## config.mk

```make
export PLATFORM = sky130hd
export DESIGN_NAME = id_ex_operand_stage
export DESIGN_NICKNAME = d
export VERILOG_FILES = /design/src/rtl/riscv_pkg.sv /design/src/rtl/fwd_mux.sv /design/src/rtl/id_ex_operand_stage.sv
export SDC_FILE = /design/constraint.sdc
export NUM_CORES = 1
export LEC_CHECK = 0
export CAP_MARGIN = 30
export CELL_PAD_IN_SITES_DETAIL_PLACEMENT = 0
export CELL_PAD_IN_SITES_GLOBAL_PLACEMENT = 2
export CORE_MARGIN = 10
export CORE_UTILIZATION = 28
export DETAILED_ROUTE_END_ITERATION = 12
export GPL_TIMING_DRIVEN = 0
export PLACE_DENSITY_LB_ADDON = 0.1
export SLEW_MARGIN = 20
export SYNTH_ARGS = -nofsm -noshare
export SYNTH_HDL_FRONTEND = slang
export SYNTH_SLANG_ARGS = --single-unit
export TNS_END_PERCENT = 50
```

## constraint.sdc

```tcl
create_clock -name clk -period 7.1 [get_ports clk]
set_input_delay 1.42 -clock clk [delete_from_list [all_inputs] [get_ports clk]]
set_output_delay 1.42 -clock clk [all_outputs]
set_load 0.01 [all_outputs]
```

## src/rtl/riscv_pkg.sv

```systemverilog
// Shared RV32 definitions for the ID/EX operand stage: datapath width,
// ALU opcode encodings and the shift-opcode classifier.
package riscv_pkg;

  localparam int XLEN = 32;

  localparam logic [3:0] ALU_ADD     = 4'b0000;
  localparam logic [3:0] ALU_SUB     = 4'b0001;
  localparam logic [3:0] ALU_AND     = 4'b0010;
  localparam logic [3:0] ALU_OR      = 4'b0011;
  localparam logic [3:0] ALU_SLL     = 4'b0100;
  localparam logic [3:0] ALU_SLTI    = 4'b0101;
  localparam logic [3:0] ALU_SLTIU   = 4'b0110;
  localparam logic [3:0] ALU_XOR     = 4'b0111;
  localparam logic [3:0] ALU_SLL_ALT = 4'b1001;
  localparam logic [3:0] ALU_SRA     = 4'b1101;
  localparam logic [3:0] ALU_SRL     = 4'b1111;

  // Shift opcodes only use the low five bits of operand B as the amount.
  function automatic logic is_shift(input logic [3:0] op);
    case (op)
      ALU_SLL, ALU_SLL_ALT, ALU_SRL, ALU_SRA: is_shift = 1'b1;
      default:                               is_shift = 1'b0;
    endcase
  endfunction

endpackage

```

## src/rtl/fwd_mux.sv

```systemverilog
// Operand forwarding mux: EX/MEM beats MEM/WB beats the held register
// value; register x0 always reads as zero.
module fwd_mux
  import riscv_pkg::*;
#(
  parameter int WIDTH  = XLEN,
  parameter int REG_AW = 5
) (
  input  logic [REG_AW-1:0] rs,
  input  logic [WIDTH-1:0]  reg_data,
  input  logic              exm_reg_write,
  input  logic [REG_AW-1:0] exm_rd,
  input  logic [WIDTH-1:0]  exm_result,
  input  logic              mwb_reg_write,
  input  logic [REG_AW-1:0] mwb_rd,
  input  logic [WIDTH-1:0]  mwb_result,
  output logic [WIDTH-1:0]  operand
);

  // Pick the youngest in-flight producer of rs, else the captured value.
  always_comb begin
    operand = {WIDTH{1'b0}};
    if (rs == {REG_AW{1'b0}}) begin
      operand = {WIDTH{1'b0}};
    end else if (exm_reg_write && (exm_rd != {REG_AW{1'b0}}) && (exm_rd == rs)) begin
      operand = exm_result;
    end else if (mwb_reg_write && (mwb_rd != {REG_AW{1'b0}}) && (mwb_rd == rs)) begin
      operand = mwb_result;
    end else begin
      operand = reg_data;
    end
  end

endmodule

```

## src/rtl/id_ex_operand_stage.sv

```systemverilog
// ID/EX pipeline register and ALU operand select for an RV32 core.
// Holds one decoded instruction behind a valid/ready handshake, stalls on
// load-use hazards, forwards EX/MEM and MEM/WB results to both operands.
// Optional feature macro: STALL_CNT_EN builds a stall-cycle counter;
// without it stall_cnt is tied to zero.
module id_ex_operand_stage
  import riscv_pkg::*;
#(
  parameter int WIDTH  = XLEN,
  parameter int REG_AW = 5,
  parameter int CNT_W  = 32
) (
  input  logic              clk,
  input  logic              rst_n,
  input  logic              id_valid,
  output logic              id_ready,
  input  logic [WIDTH-1:0]  id_pc,
  input  logic [WIDTH-1:0]  id_rs1_data,
  input  logic [WIDTH-1:0]  id_rs2_data,
  input  logic [WIDTH-1:0]  id_imm,
  input  logic [REG_AW-1:0] id_rs1,
  input  logic [REG_AW-1:0] id_rs2,
  input  logic [REG_AW-1:0] id_rd,
  input  logic [3:0]        id_alu_ctrl,
  input  logic              id_alu_src,
  input  logic              id_reg_write,
  input  logic              id_mem_read,
  input  logic              flush,
  input  logic              exm_reg_write,
  input  logic [REG_AW-1:0] exm_rd,
  input  logic [WIDTH-1:0]  exm_result,
  input  logic              mwb_reg_write,
  input  logic [REG_AW-1:0] mwb_rd,
  input  logic [WIDTH-1:0]  mwb_result,
  output logic              ex_valid,
  input  logic              ex_ready,
  output logic [WIDTH-1:0]  alu_a,
  output logic [WIDTH-1:0]  alu_b,
  output logic [3:0]        alu_ctrl,
  output logic [WIDTH-1:0]  ex_pc,
  output logic [REG_AW-1:0] ex_rd,
  output logic              ex_reg_write,
  output logic              ex_mem_read,
  output logic [CNT_W-1:0]  stall_cnt
);

  logic [REG_AW-1:0] rs1_idx_r;
  logic [REG_AW-1:0] rs2_idx_r;
  logic [WIDTH-1:0]  rs1_data_r;
  logic [WIDTH-1:0]  rs2_data_r;
  logic [WIDTH-1:0]  imm_r;
  logic              alu_src_r;

  logic              load_use_s;
  logic              transfer_s;
  logic              cap_rs1_s;
  logic              cap_rs2_s;
  logic [WIDTH-1:0]  b_fwd_s;
  logic [WIDTH-1:0]  b_sel_s;

  // Hazard detection and handshake: a held load blocks any consumer of its rd.
  always_comb begin
    load_use_s = ex_valid & ex_mem_read & (ex_rd != {REG_AW{1'b0}}) &
                 ((ex_rd == id_rs1) | ((ex_rd == id_rs2) & ~id_alu_src));
    id_ready   = (~ex_valid | ex_ready) & ~load_use_s;
    transfer_s = id_valid & id_ready;
  end

  // While frozen, a retiring MEM/WB write must land in the held source data.
  always_comb begin
    cap_rs1_s = ex_valid & ~ex_ready & mwb_reg_write &
                (mwb_rd != {REG_AW{1'b0}}) & (mwb_rd == rs1_idx_r);
    cap_rs2_s = ex_valid & ~ex_ready & mwb_reg_write &
                (mwb_rd != {REG_AW{1'b0}}) & (mwb_rd == rs2_idx_r);
  end

  // Pipeline register: flush kills, transfer loads, ready drains, else hold.
  always_ff @(posedge clk or negedge rst_n) begin
    if (!rst_n) begin
      ex_valid     <= 1'b0;
      ex_pc        <= {WIDTH{1'b0}};
      ex_rd        <= {REG_AW{1'b0}};
      ex_reg_write <= 1'b0;
      ex_mem_read  <= 1'b0;
      alu_ctrl     <= ALU_ADD;
      rs1_idx_r    <= {REG_AW{1'b0}};
      rs2_idx_r    <= {REG_AW{1'b0}};
      rs1_data_r   <= {WIDTH{1'b0}};
      rs2_data_r   <= {WIDTH{1'b0}};
      imm_r        <= {WIDTH{1'b0}};
      alu_src_r    <= 1'b0;
    end else if (flush) begin
      ex_valid     <= 1'b0;
      ex_reg_write <= 1'b0;
      ex_mem_read  <= 1'b0;
    end else if (transfer_s) begin
      ex_valid     <= 1'b1;
      ex_pc        <= id_pc;
      ex_rd        <= id_rd;
      ex_reg_write <= id_reg_write;
      ex_mem_read  <= id_mem_read;
      alu_ctrl     <= id_alu_ctrl;
      rs1_idx_r    <= id_rs1;
      rs2_idx_r    <= id_rs2;
      rs1_data_r   <= id_rs1_data;
      rs2_data_r   <= id_rs2_data;
      imm_r        <= id_imm;
      alu_src_r    <= id_alu_src;
    end else if (ex_ready) begin
      ex_valid     <= 1'b0;
    end else begin
      if (cap_rs1_s) begin
        rs1_data_r <= mwb_result;
      end
      if (cap_rs2_s) begin
        rs2_data_r <= mwb_result;
      end
    end
  end

  fwd_mux #(.WIDTH(WIDTH), .REG_AW(REG_AW)) u_fwd_a (
    .rs            (rs1_idx_r),
    .reg_data      (rs1_data_r),
    .exm_reg_write (exm_reg_write),
    .exm_rd        (exm_rd),
    .exm_result    (exm_result),
    .mwb_reg_write (mwb_reg_write),
    .mwb_rd        (mwb_rd),
    .mwb_result    (mwb_result),
    .operand       (alu_a)
  );

  fwd_mux #(.WIDTH(WIDTH), .REG_AW(REG_AW)) u_fwd_b (
    .rs            (rs2_idx_r),
    .reg_data      (rs2_data_r),
    .exm_reg_write (exm_reg_write),
    .exm_rd        (exm_rd),
    .exm_result    (exm_result),
    .mwb_reg_write (mwb_reg_write),
    .mwb_rd        (mwb_rd),
    .mwb_result    (mwb_result),
    .operand       (b_fwd_s)
  );

  // Operand B: immediate bypasses forwarding; shifts see only the amount.
  always_comb begin
    if (alu_src_r) begin
      b_sel_s = imm_r;
    end else begin
      b_sel_s = b_fwd_s;
    end
    if (is_shift(alu_ctrl)) begin
      alu_b = {{(WIDTH-5){1'b0}}, b_sel_s[4:0]};
    end else begin
      alu_b = b_sel_s;
    end
  end

`ifdef STALL_CNT_EN
  logic [CNT_W-1:0] stall_cnt_r;

  // Count every cycle decode is offering an instruction that is refused.
  always_ff @(posedge clk or negedge rst_n) begin
    if (!rst_n) begin
      stall_cnt_r <= {CNT_W{1'b0}};
    end else if (id_valid && !id_ready) begin
      stall_cnt_r <= stall_cnt_r + {{(CNT_W-1){1'b0}}, 1'b1};
    end else begin
      stall_cnt_r <= stall_cnt_r;
    end
  end

  assign stall_cnt = stall_cnt_r;
`else
  assign stall_cnt = {CNT_W{1'b0}};
`endif

endmodule

```

# Yosys cells after proc, flatten, opt, wreduce, memory -nomap -nowiden

Cells that the tools add are included.

Memory bits (writable): 0
Output and inout port bits: 141
Bits in latches: 0
Bits in registers: 151
ROM bits: 0
Memories: 0

Shift-type cells: 0
Muxes and demuxes: 22
Multiply operators: 0
Magnitude comparators: 0
Bitwise gates (word level): 18
Add/sub/neg operators: 0
Divide/modulo/power cells: 0
Equality and inequality tests: 11
Reduce and logical (&&, ||, !) cells: 19

Operators with widths:

| cell                                                  | count |
|---|---|
| two-way mux 32 bit                                    | 14 |
| equality test 5 bit                                   | 6 |
| nonzero test 5 bit                                    | 3 |
| equality test 4 bit, second input constant            | 3 |
| AND 1 bit                                             | 11 |
| zero test 5 bit                                       | 2 |
| two-way mux 1 bit                                     | 8 |
| logical AND 1 bit                                     | 6 |
| AND reduction 3 bit                                   | 2 |
| nonzero test 2 bit                                    | 3 |
| inverter 1 bit                                        | 5 |
| equality test 4 x 3 -> 1 bit, second input constant   | 1 |
| OR reduction 4 bit                                    | 1 |
| nonzero test 3 bit                                    | 1 |
| inequality test 2 x 1 -> 1 bit, second input constant | 1 |
| bitwise OR 1 bit                                      | 2 |
| AND reduction 2 bit                                   | 1 |

# Depth between registers and ports, before layout

Word-level depth: 9
Depth in mapped cells: 9

# Modules after synthesis

From an unflattened synthesis, not the netlist that was laid out.

Cell total of the unflattened synthesis: 871
Area total of the unflattened synthesis: 9112.5 um^2

By module, submodules not included:

| module              | instances | area each (um^2) | cells an instance | seq. area each (um^2) |
|---|---|---|---|---|
| id_ex_operand_stage | 1         | 7373.3           | 535               | 3778.6 |
| fwd_mux             | 2         | 869.6            | 168               | 0.0 |

# Worst setup path before layout

Ideal clock, no wire load.

Kind: input-to-output
Start: in exm_rd[1]
End: out alu_a[10]
Stages: 7
Arrival time: 3027 ps
Setup slack: 2653 ps
Required time: 5680 ps
Cell sequence: or4_1 -> o21ai_0 -> nor4_1 -> nand3_1 -> buf_2 -> nor2_1 -> a211oi_1

Longest elaborated chain between the ends: 5

Ends and longest elaborated chain:

| item                 | RTL line                  | source |
|---|---|---|
| from (decl)          | id_ex_operand_stage.sv:30 | `input logic [REG_AW-1:0] exm_rd,` |
| nonzero test 5 bit   | fwd_mux.sv:25             | `end else if (exm_reg_write && (exm_rd != {REG_AW{1'b0}}) && (exm_rd == rs)) begin` |
| logical AND 1 bit    | fwd_mux.sv:25             |  |
| logical AND 1 bit *  | fwd_mux.sv:25             |  |
| two-way mux 32 bit * | fwd_mux.sv:25             |  |
| two-way mux 32 bit * | fwd_mux.sv:23             | `if (rs == {REG_AW{1'b0}}) begin` |
| to (decl)            | id_ex_operand_stage.sv:37 | `output logic [WIDTH-1:0] alu_a,` |

Every way passes the cells marked *; elsewhere a longest branch is shown, timed or not.

# Worst setup path after layout

Start: in exm_rd[2]
End: out alu_b[28]

Longest elaborated chain between the ends: 7

Ends and longest elaborated chain:

| item                 | RTL line                   | source |
|---|---|---|
| nonzero test 5 bit   | fwd_mux.sv:25              |  |
| logical AND 1 bit    | fwd_mux.sv:25              |  |
| logical AND 1 bit *  | fwd_mux.sv:25              |  |
| two-way mux 32 bit * | fwd_mux.sv:25              |  |
| two-way mux 32 bit * | fwd_mux.sv:23              |  |
| two-way mux 32 bit * | id_ex_operand_stage.sv:147 | `if (alu_src_r) begin` |
| two-way mux 32 bit * | id_ex_operand_stage.sv:152 | `if (is_shift(alu_ctrl)) begin` |
| to (decl)            | id_ex_operand_stage.sv:38  | `output logic [WIDTH-1:0] alu_b,` |

Marked as above.

==> flow_metrics.tcl <==
set metrics [dict create \
    slew_violations 0 \
    final_util_pct 43.7 \
    cts_buffers 17 \
    arrival_ps 4960 \
    syn_area_sq_um 8640 \
    hp-class "register to register" \
    grt_overflow 0 \
    initial_utilization_pct 28.3 \
    gp_congestion 0.792 \
    slowest_stage "nand3_1" \
    synth_cells 788 \
    grt_pass1_wl_um 54900 \
    synthAdderAreaFrac_pct 0 \
    rsz0062_at_grt "no" \
    drc_errors 0 \
    wl_per_cell_um 23.2 \
    drtIter0Drc 344 \
    cts_buffer_depth 2 \
    grt_start_max_net_pins 85 \
    clkLatencyLatePin_ps 440 \
    hold_buffers 0 \
    clock_sinks 151 \
    vias 7554 \
    finalSetupViolations 0 \
    irDropWorstVdd_uv 154 \
    cts.clk_slew.worst_paths_ps 70 \
    powerDensity_nw_per_um2 254 \
    synthXorXnorAreaFrac_pct 3.04 \
    synth_top_family_by_area "multiplexers" \
    ys_warn_count 0 \
    die_h_um 196 \
    cts-root-buf "clkbuf_16" \
    vias_per_cell 4.74 \
    crit_chain "clkdlybuf4s50_1, or4_1, o21ai_0, nor4_1, nand3_1, clkbuf_1, o21ai_0, a21oi_1, a21o_1, clkdlybuf4s50_1" \
    pre_cts_ws_ps 661 \
    synth_compound_area_share_pct 18.4 \
    first_pass_iters 4 \
    clock-skew-final_ps 15.8 \
    status "completed" \
    row_count 64 \
    final_cell_mix "clkdlybuf4s50_1, dfrtp_1, nor2_1" \
    final-hold-violation-count 0 \
    min_period_over_period_pct 89.9 \
    syn_avg_cell_area_sq_um 11.0 \
    ctsResizeCount 0 \
    post-cts-setup-buffers 0 \
    synthMuxAreaShare_pct 21.7 \
    fp.dieW_um 196 \
    p_leak_nw 5.56 \
    tightest_slew_ps 791 \
    crit_buf_inv 3 \
    htree_num_levels 4 \
    setup_slack_ps 717 \
    antenna_violating_nets_post_route 0 \
    mostFrequentLayoutCell "clkdlybuf4s50_1" \
    maxCapViolations 0 \
    portBuffers 339 \
    ys_types 39 \
    critPathMaxStageDelay_ps 550 \
    cp_max_fo 10 \
    period_minus_slack_ps 6380 \
    die_area_sq_um 38300 \
    critPathTopFamily "buffers and inverters" \
    post-dp-hpwl_um 28500 \
    max_freq_mhz 157 \
    ys_ff_latch 151 \
    grtUsageTotal_pct 18.9 \
    synth_simple_gate_area_share_pct 6.79 \
    core_area_sq_um 30500 \
    ioPinCount 372 \
    antenna_found_initial 8 \
    totalWireLength_um 37000 \
    crit_path_end_kind "primary output" \
    cts_tree "yes" \
    critPathKind "primary input to primary output" \
    worst_ep_required_time_ps 5680 \
    yosysSeqAreaShare_pct 43.7 \
    timing.max_slew.rel_slack_pct 47.2 \
    drive_gt1_share_pct 15.8 \
    startpoint_type "primary input" \
    nets 1410 \
    syn_to_final_growth_pct 54.1 \
    grt_pass1_vias 8332 \
]
[cells by family (layout without fill, tap and decap cells)]
kind of cell	after synthesis	after routing
xor+xnor	30	30
buf+inv	87	460
flops	151	151
other cells	1	38
mux	151	151
simple gates	133	133
compound gates	235	235
[registers in the layout, summed over array words and instances (netlist names)]
signal / cells
alu_ctrl: 4
ex_pc: 32
imm_r: 32
rs1_idx_r: 5
ex_valid: 1
rs2_data_r: 32
rs1_data_r: 32
ex_reg_write: 1
ex_rd: 5
ex_mem_read: 1
alu_src_r: 1
rs2_idx_r: 5
[power by group]
| group | switching, W | internal [W] |
|---|---|---|
| combinational | 0.000546 | 0.000737 |
| sequential | 0.000116 | 0.00102 |
| clock | 0.000426 | 0.000544 |
| total | 0.00109 | 0.00230 |
[through the flow]
step	std cells	setup TNS (ps)	hold slack (ps)	power, W	cell area, sq um
2_1_floorplan	819	0	463	0.00175	8760
3_3_place_gp	1554	-378710	472	0.00244	12600
3_5_place_dp	1556	0	479	0.00245	12700
4_1_cts	1588	0	494	0.00344	13300
5_1_grt	1590	0	497	0.00358	13300
6_report	1594	0	489	0.00339	13300
[per-layer routing]
layer	vias to the layer above	track usage [%]	share of wire [%]
met5	-	0	0.092
met4	6	4.50	1.3
met3	29	7.18	8.9
met2	274	30.7	47
met1	3647	23.1	43
li1	3598	-	-
[cell usage after synthesis]
cell type | number | area (sq um)
o21ai_0 | 34 | 170
xnor2_1 | 17 | 149
dfrtp_1 | 151 | 3780
and2_2 | 1 | 7.51
o31a_1 | 1 | 8.76
mux2_2 | 15 | 169
a211oi_1 | 32 | 240
and2_1 | 1 | 6.26
or4_1 | 4 | 30.0
buf_2 | 19 | 95.1
o211ai_1 | 1 | 7.51
clkbuf_1 | 21 | 78.8
nor3b_1 | 1 | 7.51
nor3_1 | 2 | 10.0
buf_6 | 10 | 113
nor2_1 | 102 | 383
o21a_1 | 32 | 240
inv_1 | 2 | 7.51
xor2_1 | 13 | 114
nor3_2 | 1 | 10.0
a21o_1 | 33 | 248
buf_1 | 3 | 11.3
buf_4 | 32 | 240
nor4_4 | 1 | 21.3
a21oi_1 | 37 | 185
nand2_2 | 1 | 6.26
nand2_1 | 4 | 15.0
nor4_1 | 5 | 31.3
o22a_1 | 32 | 280
and4b_1 | 1 | 10.0
o22ai_1 | 31 | 194
or3_1 | 1 | 6.26
conb_1 | 1 | 3.75
mux2i_1 | 67 | 671
mux2_4 | 69 | 1040
nand3_1 | 6 | 30.0
nand2b_1 | 1 | 6.26
o21ai_2 | 2 | 17.5
nor2b_1 | 1 | 6.26
[final cells by class]
class,instances,area (sq um)
clock inverter,14,173
multi-input combinational,581,4440
buffer,85,538
clock buffer,18,439
sequential,151,3780
inverter,2,7.51
fill,2962,17200
timing repair buffer,341,3430
antenna,6,15.0
tap,396,495
[final timing paths]
check	startpoint	to	slack, ps	cells after the start
max	exm_rd[2]	alu_b[28]	720	10
min reg2reg	rs2_data_r[23]	rs2_data_r[23]	490	1
min	rs2_data_r[23]	rs2_data_r[23]	490	1
min in group asynchronous	rst_n	imm_r[24]	960	1
max in group asynchronous	rst_n	alu_src_r	5260	2
max reg2reg	ex_rd[4]	rs1_data_r[0]	4270	9
Note: power is estimated with default switching activity, not from simulation.
